**config.mk**
```make
export PLATFORM = sky130hd
export DESIGN_NAME = demux_stream_router_flat
export DESIGN_NICKNAME = d
export VERILOG_FILES = /design/src/rtl/demux_stream_router_if.sv /design/src/rtl/demux_stream_router.sv /design/src/flat_wrapper.sv
export SDC_FILE = /design/constraint.sdc
export NUM_CORES = 1
export LEC_CHECK = 0
export CORE_ASPECT_RATIO = 0.7
export CORE_MARGIN = 2
export CORE_UTILIZATION = 40
export DETAILED_ROUTE_END_ITERATION = 8
export PLACE_DENSITY = 0.86
export SLEW_MARGIN = 20
export SYNTH_ARGS = -nofsm -noshare
export SYNTH_HDL_FRONTEND = slang
export SYNTH_SLANG_ARGS = --single-unit
```
**constraint.sdc**
```tcl
create_clock -name clk -period 1.3 [get_ports clk]
set_input_delay 0.26 -clock clk [delete_from_list [all_inputs] [get_ports clk]]
set_output_delay 0.26 -clock clk [all_outputs]
set_load 0.01 [all_outputs]
```
**src/rtl/demux_stream_router_if.sv**
```systemverilog
// ---------------------------------------------------------------------------
// demux_stream_router_if
// Bundles the single producer-side stream and the NCH consumer-side streams
// of the demultiplexing router.
//   in_data/in_sel/in_valid/auto_mode : producer -> router
//   in_ready                          : router -> producer (combinational)
//   out_data/out_valid                : router -> consumers (registered)
//   out_ready                         : consumers -> router
//   rr_ptr                            : router status, round-robin pointer
// Modports: slave = router side, master = producer/consumer side.
// ---------------------------------------------------------------------------
interface demux_stream_router_if #(
  parameter int WIDTH = 8,
  parameter int SEL_W = 2
);
  localparam int NCH = 2 ** SEL_W;

  logic [WIDTH-1:0]     in_data;
  logic [SEL_W-1:0]     in_sel;
  logic                 in_valid;
  logic                 in_ready;
  logic                 auto_mode;
  logic [NCH*WIDTH-1:0] out_data;
  logic [NCH-1:0]       out_valid;
  logic [NCH-1:0]       out_ready;
  logic [SEL_W-1:0]     rr_ptr;

  modport slave (
    input  in_data, in_sel, in_valid, auto_mode, out_ready,
    output in_ready, out_data, out_valid, rr_ptr
  );

  modport master (
    output in_data, in_sel, in_valid, auto_mode, out_ready,
    input  in_ready, out_data, out_valid, rr_ptr
  );
endinterface

```
**src/rtl/demux_stream_router.sv**
```systemverilog
// ---------------------------------------------------------------------------
// demux_stream_router
// Registered 1-to-NCH stream demultiplexer. Each accepted word goes to one
// channel, chosen by in_sel or by an internal round-robin pointer. Every
// channel owns a single-entry holding register, so a stalled consumer only
// blocks input words aimed at its own channel.
// Ports:
//   clk  : rising-edge clock
//   rst  : asynchronous active-high reset
//   bus  : demux_stream_router_if.slave (stream in, NCH streams out, rr_ptr)
// ---------------------------------------------------------------------------
module demux_stream_router #(
  parameter int WIDTH = 8,
  parameter int SEL_W = 2
) (
  input  logic                  clk,
  input  logic                  rst,
  demux_stream_router_if.slave  bus
);
  localparam int NCH = 2 ** SEL_W;

  logic [NCH-1:0][WIDTH-1:0] data_q, data_d;
  logic [NCH-1:0]            valid_q, valid_d;
  logic [SEL_W-1:0]          rr_q, rr_d;

  logic [SEL_W-1:0]          tgt_s;
  logic                      in_ready_s;
  logic                      accept_s;

  // Target selection and input handshake; a full slot being popped this
  // edge can take the new word at the same time (pass-through refill).
  always_comb begin
    tgt_s      = {SEL_W{1'b0}};
    in_ready_s = 1'b0;
    accept_s   = 1'b0;
    if (bus.auto_mode) begin
      tgt_s = rr_q;
    end else begin
      tgt_s = bus.in_sel;
    end
    in_ready_s = ~valid_q[tgt_s] | bus.out_ready[tgt_s];
    accept_s   = bus.in_valid & in_ready_s;
  end

  // Next state of the holding registers and the round-robin pointer.
  always_comb begin
    data_d  = data_q;
    valid_d = valid_q & ~bus.out_ready;  // pops clear their slot
    rr_d    = rr_q;
    if (accept_s) begin
      // An accept on a popping slot overrides the clear above.
      data_d[tgt_s]  = bus.in_data;
      valid_d[tgt_s] = 1'b1;
      if (bus.auto_mode) begin
        rr_d = rr_q + SEL_W'(1);  // wraps naturally at NCH-1
      end else begin
        rr_d = rr_q;
      end
    end else begin
      data_d[tgt_s]  = data_q[tgt_s];
      valid_d[tgt_s] = valid_q[tgt_s] & ~bus.out_ready[tgt_s];
    end
  end

  // State registers with asynchronous reset discarding pending words.
  always_ff @(posedge clk or posedge rst) begin
    if (rst) begin
      data_q  <= '0;
      valid_q <= {NCH{1'b0}};
      rr_q    <= {SEL_W{1'b0}};
    end else begin
      data_q  <= data_d;
      valid_q <= valid_d;
      rr_q    <= rr_d;
    end
  end

  assign bus.in_ready  = in_ready_s;
  assign bus.out_data  = data_q;
  assign bus.out_valid = valid_q;
  assign bus.rr_ptr    = rr_q;
endmodule
```
**src/flat_wrapper.sv**
```systemverilog
// flat-port wrapper written by rule: the top's interface ports become plain ports
module demux_stream_router_flat 
#(
  parameter int WIDTH = 8,
  parameter int SEL_W = 2
)
  (clk, rst, bus_in_data, bus_in_sel, bus_in_valid, bus_auto_mode, bus_out_ready, bus_in_ready, bus_out_data, bus_out_valid, bus_rr_ptr);
  demux_stream_router_if #(.WIDTH(WIDTH), .SEL_W(SEL_W)) bus_i ();
  input  logic clk;
  input  logic rst;
  input wire logic [$bits(bus_i.in_data)-1:0] bus_in_data;
  input wire logic [$bits(bus_i.in_sel)-1:0] bus_in_sel;
  input wire logic [$bits(bus_i.in_valid)-1:0] bus_in_valid;
  input wire logic [$bits(bus_i.auto_mode)-1:0] bus_auto_mode;
  input wire logic [$bits(bus_i.out_ready)-1:0] bus_out_ready;
  output wire logic [$bits(bus_i.in_ready)-1:0] bus_in_ready;
  output wire logic [$bits(bus_i.out_data)-1:0] bus_out_data;
  output wire logic [$bits(bus_i.out_valid)-1:0] bus_out_valid;
  output wire logic [$bits(bus_i.rr_ptr)-1:0] bus_rr_ptr;
  assign bus_i.in_data = bus_in_data;
  assign bus_i.in_sel = bus_in_sel;
  assign bus_i.in_valid = bus_in_valid;
  assign bus_i.auto_mode = bus_auto_mode;
  assign bus_i.out_ready = bus_out_ready;
  assign bus_in_ready = bus_i.in_ready;
  assign bus_out_data = bus_i.out_data;
  assign bus_out_valid = bus_i.out_valid;
  assign bus_rr_ptr = bus_i.rr_ptr;
  demux_stream_router #(.WIDTH(WIDTH), .SEL_W(SEL_W)) u_core (.clk(clk), .rst(rst), .bus(bus_i));
endmodule
```
Word level (Yosys, flattened, before mapping)
Index checks and enable logic that the tools add are counted.
Word-level totals
  register bits after elaboration: 38
  input port bits: 18
  output and inout bits: 39
Operators by class
  add/subtract/negate cells: 1
  $lt $le $gt $ge: 2
  multiplexer cells: 16
  bitwise operators: 8
  reductions and logical operators: 2
Operator list (count)
  32-bit bitwise mux: 2
  32-bit two-way mux: 1
  8-bit binary-select mux with 2-bit select: 1
  8-bit demux with 2-bit select: 1
  8-bit two-way mux: 2
  4-bit AND: 1
  1-bit binary-select mux with 2-bit select: 2
  4-bit bitwise mux: 1
  4-bit two-way mux: 1
  4-bit inverter: 1
  4-bit bitwise OR: 1
  2-bit by 3-bit < comparator with 1-bit output (second input constant): 1
  1-bit two-way mux: 3
  2-bit by 1-bit adder with 2-bit output (second input constant): 1
  1-bit AND: 2
  1-bit demux with 2-bit select: 1
  2-bit by 1-bit >= comparator with 1-bit output (second input constant): 1
  2-bit two-way mux: 1
  1-bit inverter: 2
  2-bit AND reduction: 1
  1-bit logical AND: 1
  1-bit bitwise OR: 1

Longest topological paths before layout
  depth after elaboration: 7
  mapped depth: 6
  mapped depth without buffers: 4

Worst setup path after synthesis
OpenSTA, ideal clock, no wires.
  path type: register -> register
  start: reg u_core.rr_q[0], in the netlist u_core.bus.rr_ptr[0]
  end: reg u_core.data_q (netlist bit u_core.bus.out_data[16])
  library setup time: 125 ps
  arrival time: 1335 ps
  data required time: 1175 ps
  path slack: -160 ps
  stages on the path, launching flop included: 6
  cells stage by stage: dfrtp_1 -> and3b_1 -> o21ai_1 -> nor2b_1 -> buf_6 -> mux2_2
On the way
  longest elaborated chain between the ends: 7
  elaborated cells on any way between the ends: 18
  classes of those cells: 2 x order compare; 12 x mux; 3 x bitwise; 1 x reduce/logical
RTL lines
  from (decl): line demux_stream_router.sv:24  | logic [SEL_W-1:0] rr_q, rr_d;
  from (signal assigned): line demux_stream_router.sv:70  | rr_q <= {SEL_W{1'b0}};
  from (signal assigned): line demux_stream_router.sv:74  | rr_q <= rr_d;
  2-bit two-way mux (*): line demux_stream_router.sv:36  | if (bus.auto_mode) begin
  2-bit by 3-bit < comparator with 1-bit output (not written as such) (tied with other cells): line demux_stream_router.sv:52, demux_stream_router.sv:60
  1-bit logical AND (not written as such) / 1-bit two-way mux (equally long branches): line demux_stream_router.sv:52, demux_stream_router.sv:60, demux_stream_router.sv:41
  8-bit two-way mux (not written as such) / 1-bit inverter (equally long branches): line demux_stream_router.sv:52, demux_stream_router.sv:60, demux_stream_router.sv:41
  8-bit demux with 2-bit select / 1-bit bitwise OR (equally long branches)
  32-bit bitwise mux (tied with other cells): line demux_stream_router.sv:60  | data_d[tgt_s] = data_q[tgt_s];
  32-bit two-way mux (*): line demux_stream_router.sv:50  | if (accept_s) begin
  to (signal assigned): line demux_stream_router.sv:72  | data_q <= data_d;
  to (decl): line demux_stream_router.sv:22  | logic [NCH-1:0][WIDTH-1:0] data_q, data_d;
Mark *: on every way between the ends. The rest lies on a longest branch, timed or not. The select of a mux whose other input is x is not followed.
A chain may end at the register's enable or synchronous reset.

Worst setup path after layout
  start: reg u_core.rr_q[1], in the netlist u_core.bus.rr_ptr[1]
  end: out bus_in_ready
On the way
  longest elaborated chain between the ends: 5
  elaborated cells on any way between the ends: 7
  classes of those cells: 5 x mux; 2 x bitwise
RTL lines
  2-bit two-way mux (*): line demux_stream_router.sv:36
  1-bit binary-select mux with 2-bit select: line demux_stream_router.sv:41  | in_ready_s = ~valid_q[tgt_s] | bus.out_ready[tgt_s];
  1-bit two-way mux (not written as such): line demux_stream_router.sv:41
  1-bit inverter: line demux_stream_router.sv:41
  1-bit bitwise OR (*): line demux_stream_router.sv:41
  to (decl): line flat_wrapper.sv:16  | output wire logic [$bits(bus_i.in_ready)-1:0] bus_in_ready;
Marks and branches as above.

==> results.toml <==
[outcome]
outcome = "finished with violations"
violations = "setup timing"

[timing]
worstMarginPinSlew_ns = 0.412
hold_violations = 0
finalCritPeriodShare_pct = 127
rsz0062_at_grt = "true"
maxSlewViolCount = 0
post-route-min-period_ns = 1.66
setup_violations = 34
finalClockSkew_ns = 0.00146
slew_headroom_pct = 72.5
setup_slack_ns = -0.356
max_freq_ghz = 0.604

[cts]
cts.sinks = 38
root_buffer = "clkbuf_8"
clock_latency_ns = 0.28
tritoncts = "built"
path_clk_slew_ns = 0.07
max-clock-path-buffers = 2
postCtsHoldBufs = 0
cts_htree_levels = 2
cts_made_buffers = 5

[worst_setup_path]
cpMaxStageDelayCell = "dfrtp_2"
rr_endpoint = "u_core.bus.out_data[19]$_DFFE_PP0P_"
setup.worst_path.class = "reg -> out"
crit_chain = "mux2i_4, mux2i_2, mux2i_1, buf_2"
end_kind = "primary output"
worstPathRequired_ns = 1.04
worstPathMaxFanout = 2
critPathLaunchType = "register"
critPathMaxStageDelay_ns = 0.42
ff2ff_path_depth = 6
r2r-start = "u_core.bus.rr_ptr[1]$_DFFE_PP0P_"
cp.arrival_ns = 1.40
r2r_slack_ns = -0.29
cp-startpoint = "u_core.bus.rr_ptr[1]$_DFFE_PP0P_"

[detailed_routing]
detail-route-antenna-nets = 0
dr.pass1.iters = 4
wl_per_cell_um = 16.5
wl_met1_um = 1630
dr_wl_met3_um = 264
route.met2.wl_um = 2110
num_vias = 1187
viasPerCell = 4.83
routed_wl_um = 4050
top_layer = "met4"
drcViolationCount = 0
drt_iter0_markers = 27

[layout]
area_growth_pct = 60.9
fin_nets = 211
antennaDiodeCount = 0
fin_cells = 246
drive_above_1_share_pct = 41.2

[synth]
synth_area_per_cell_um2 = 14.9
synth_top_cell_by_area = "dfrtp_1"
synth_seq_cells = 38
synthArstFlopShare_pct = 100
netlist_area_um2 = 1640
synth_edf_count = 0
synth_flop_cell = "dfrtp_1"
synth_warnings = 0
seq_area_frac_synth_pct = 58.1
synth_most_common_cell = "dfrtp_1"
yosysUniqueCellTypes = 24
synthTopCellsByCount = "dfrtp_1, mux2_2, mux2_4"
synthTopCellsByArea = "dfrtp_1, mux2_2, mux2_4, mux2i_1, nand2b_1"
syn-num-nets = 128
syn_inst = 110
synth_top_area_share_pct = 58.1

[global_route]
grt_antenna_before_repair = 0
grt_max_degree = 39
grt_first_pass_wirelength_um = 6780
gr-total-overflow = 0
grt_usage_pct = 19.8
grt_pass1_vias = 1332

[placement]
placedCellCount = 235
place_worst_setup_slack_ns = -0.900
gp_congestion = 0.895
hpwl_um = 3010
io_buffer_count = 56

[die]
core.rowCount = 19
die_h_um = 57.5
core-area_um2 = 3920
start_util_pct = 41.7
ios = 57
die-area_um2 = 4630
die_w_um = 80.5

[pwr]
ir_worst_vdd_v = 0.00120
pwr_density_cell_nw_per_um2 = 2060
leakagePower_nw = 1.31

[flow_run]
max_cap_viol_count = 0

[worst_hold_path]
hold_path.class = "in -> async"
==> through the flow <==
stage	util (%)	area (um2)	hold slack, ns	power (mW)	TNS (ns)
6_report	67.1	2630	0.317	5.43	-7.49
5_1_grt	67.1	2630	0.359	5.76	-9.39
4_1_cts	67.2	2640	0.327	5.49	-7.62
3_5_place_dp	63.0	2470	0.494	4.87	-26.92
3_3_place_gp	63.0	2470	0.490	4.75	-25.63
2_1_floorplan	-	1710	0.393	3.29	-2.02
==> cell usage in the layout, fill, tap and decap left out, types with 2 or more instances in the layout <==
cell and n:
buf_4 19, mux2_4 31, dfrtp_1 36, buf_12 4, dlygate4sd2_1 38, clkbuf_8 6, o21ai_1 3, buf_2 2
clkdlybuf4s50_1 13, mux2i_1 3, nor3b_2 2, nor2b_1 2, nand2_1 4, dfrtp_2 2, nand2b_1 5, inv_1 2
==> sequential cells by signal, summed over array words and instances (netlist names) <==
signal                flops
u_core.bus.out_data      32
u_core.bus.out_valid      4
u_core.bus.rr_ptr         2
==> report_power, final <==
part | internal [mW] | leakage (nW) | switching, mW
sequential | 1.75 | 0.453 | 0.338
clock | 0.426 | 0.0472 | 0.414
combinational | 1.53 | 0.814 | 0.974
total | 3.71 | 1.31 | 1.73
==> timing repair <==
item                       4_1_cts  5_1_grt
pin swaps                        6        0
setup endpoints to repair       74       36
gates resized for setup         68        2
setup buffers                    3        0
==> cells by family (layout without fill, tap and decap cells) <==
family          count (synthesis)  in the layout  share of synthesized area [%]
compound gates                  7              7                           3.29
flops                          38             38                           58.1
buf+inv                         5             89                           2.52
mux                            37             37                           26.9
simple gates                   23             23                           9.17
==> routing by layer <==
layer,track usage (%),up-vias
li1,-,551
met2,35.2,38
met3,4.75,4
met5,0,-
met1,23.9,594
met4,5.81,0
==> how the worst max path moves through the flow <==
stage / end / slack (ns) / depth (start not counted)
final: bus_in_ready / -0.36 / 4
after global routing: bus_in_ready / -0.44 / 4
after CTS: bus_in_ready / -0.36 / 4
after detailed placement: bus_in_ready / -0.90 / 5
after global placement: bus_in_ready / -0.83 / 5
after floorplan: u_core.bus.out_data[16]$_DFFE_PP0P_ / -0.13 / 5
==> worst max-delay path: cells and delay by family, from the launching register on <==
kind / cells / cell delay (ns)
muxes: 3 / 0.53
buffers and inverters: 1 / 0.15
DFF: 1 / 0.42
==> layout make-up <==
| class | count | area, um2 |
|---|---|---|
| clock buffers | 6 | 82.6 |
| clock inverters | 2 | 12.5 |
| fillers | 293 | 1290 |
| inverters | 2 | 7.51 |
| multi-input cells | 67 | 791 |
| flip-flops and latches | 38 | 953 |
| well taps | 52 | 65.1 |
| repair buffers | 79 | 722 |
No activity file was read; power rests on OpenSTA's default activity.
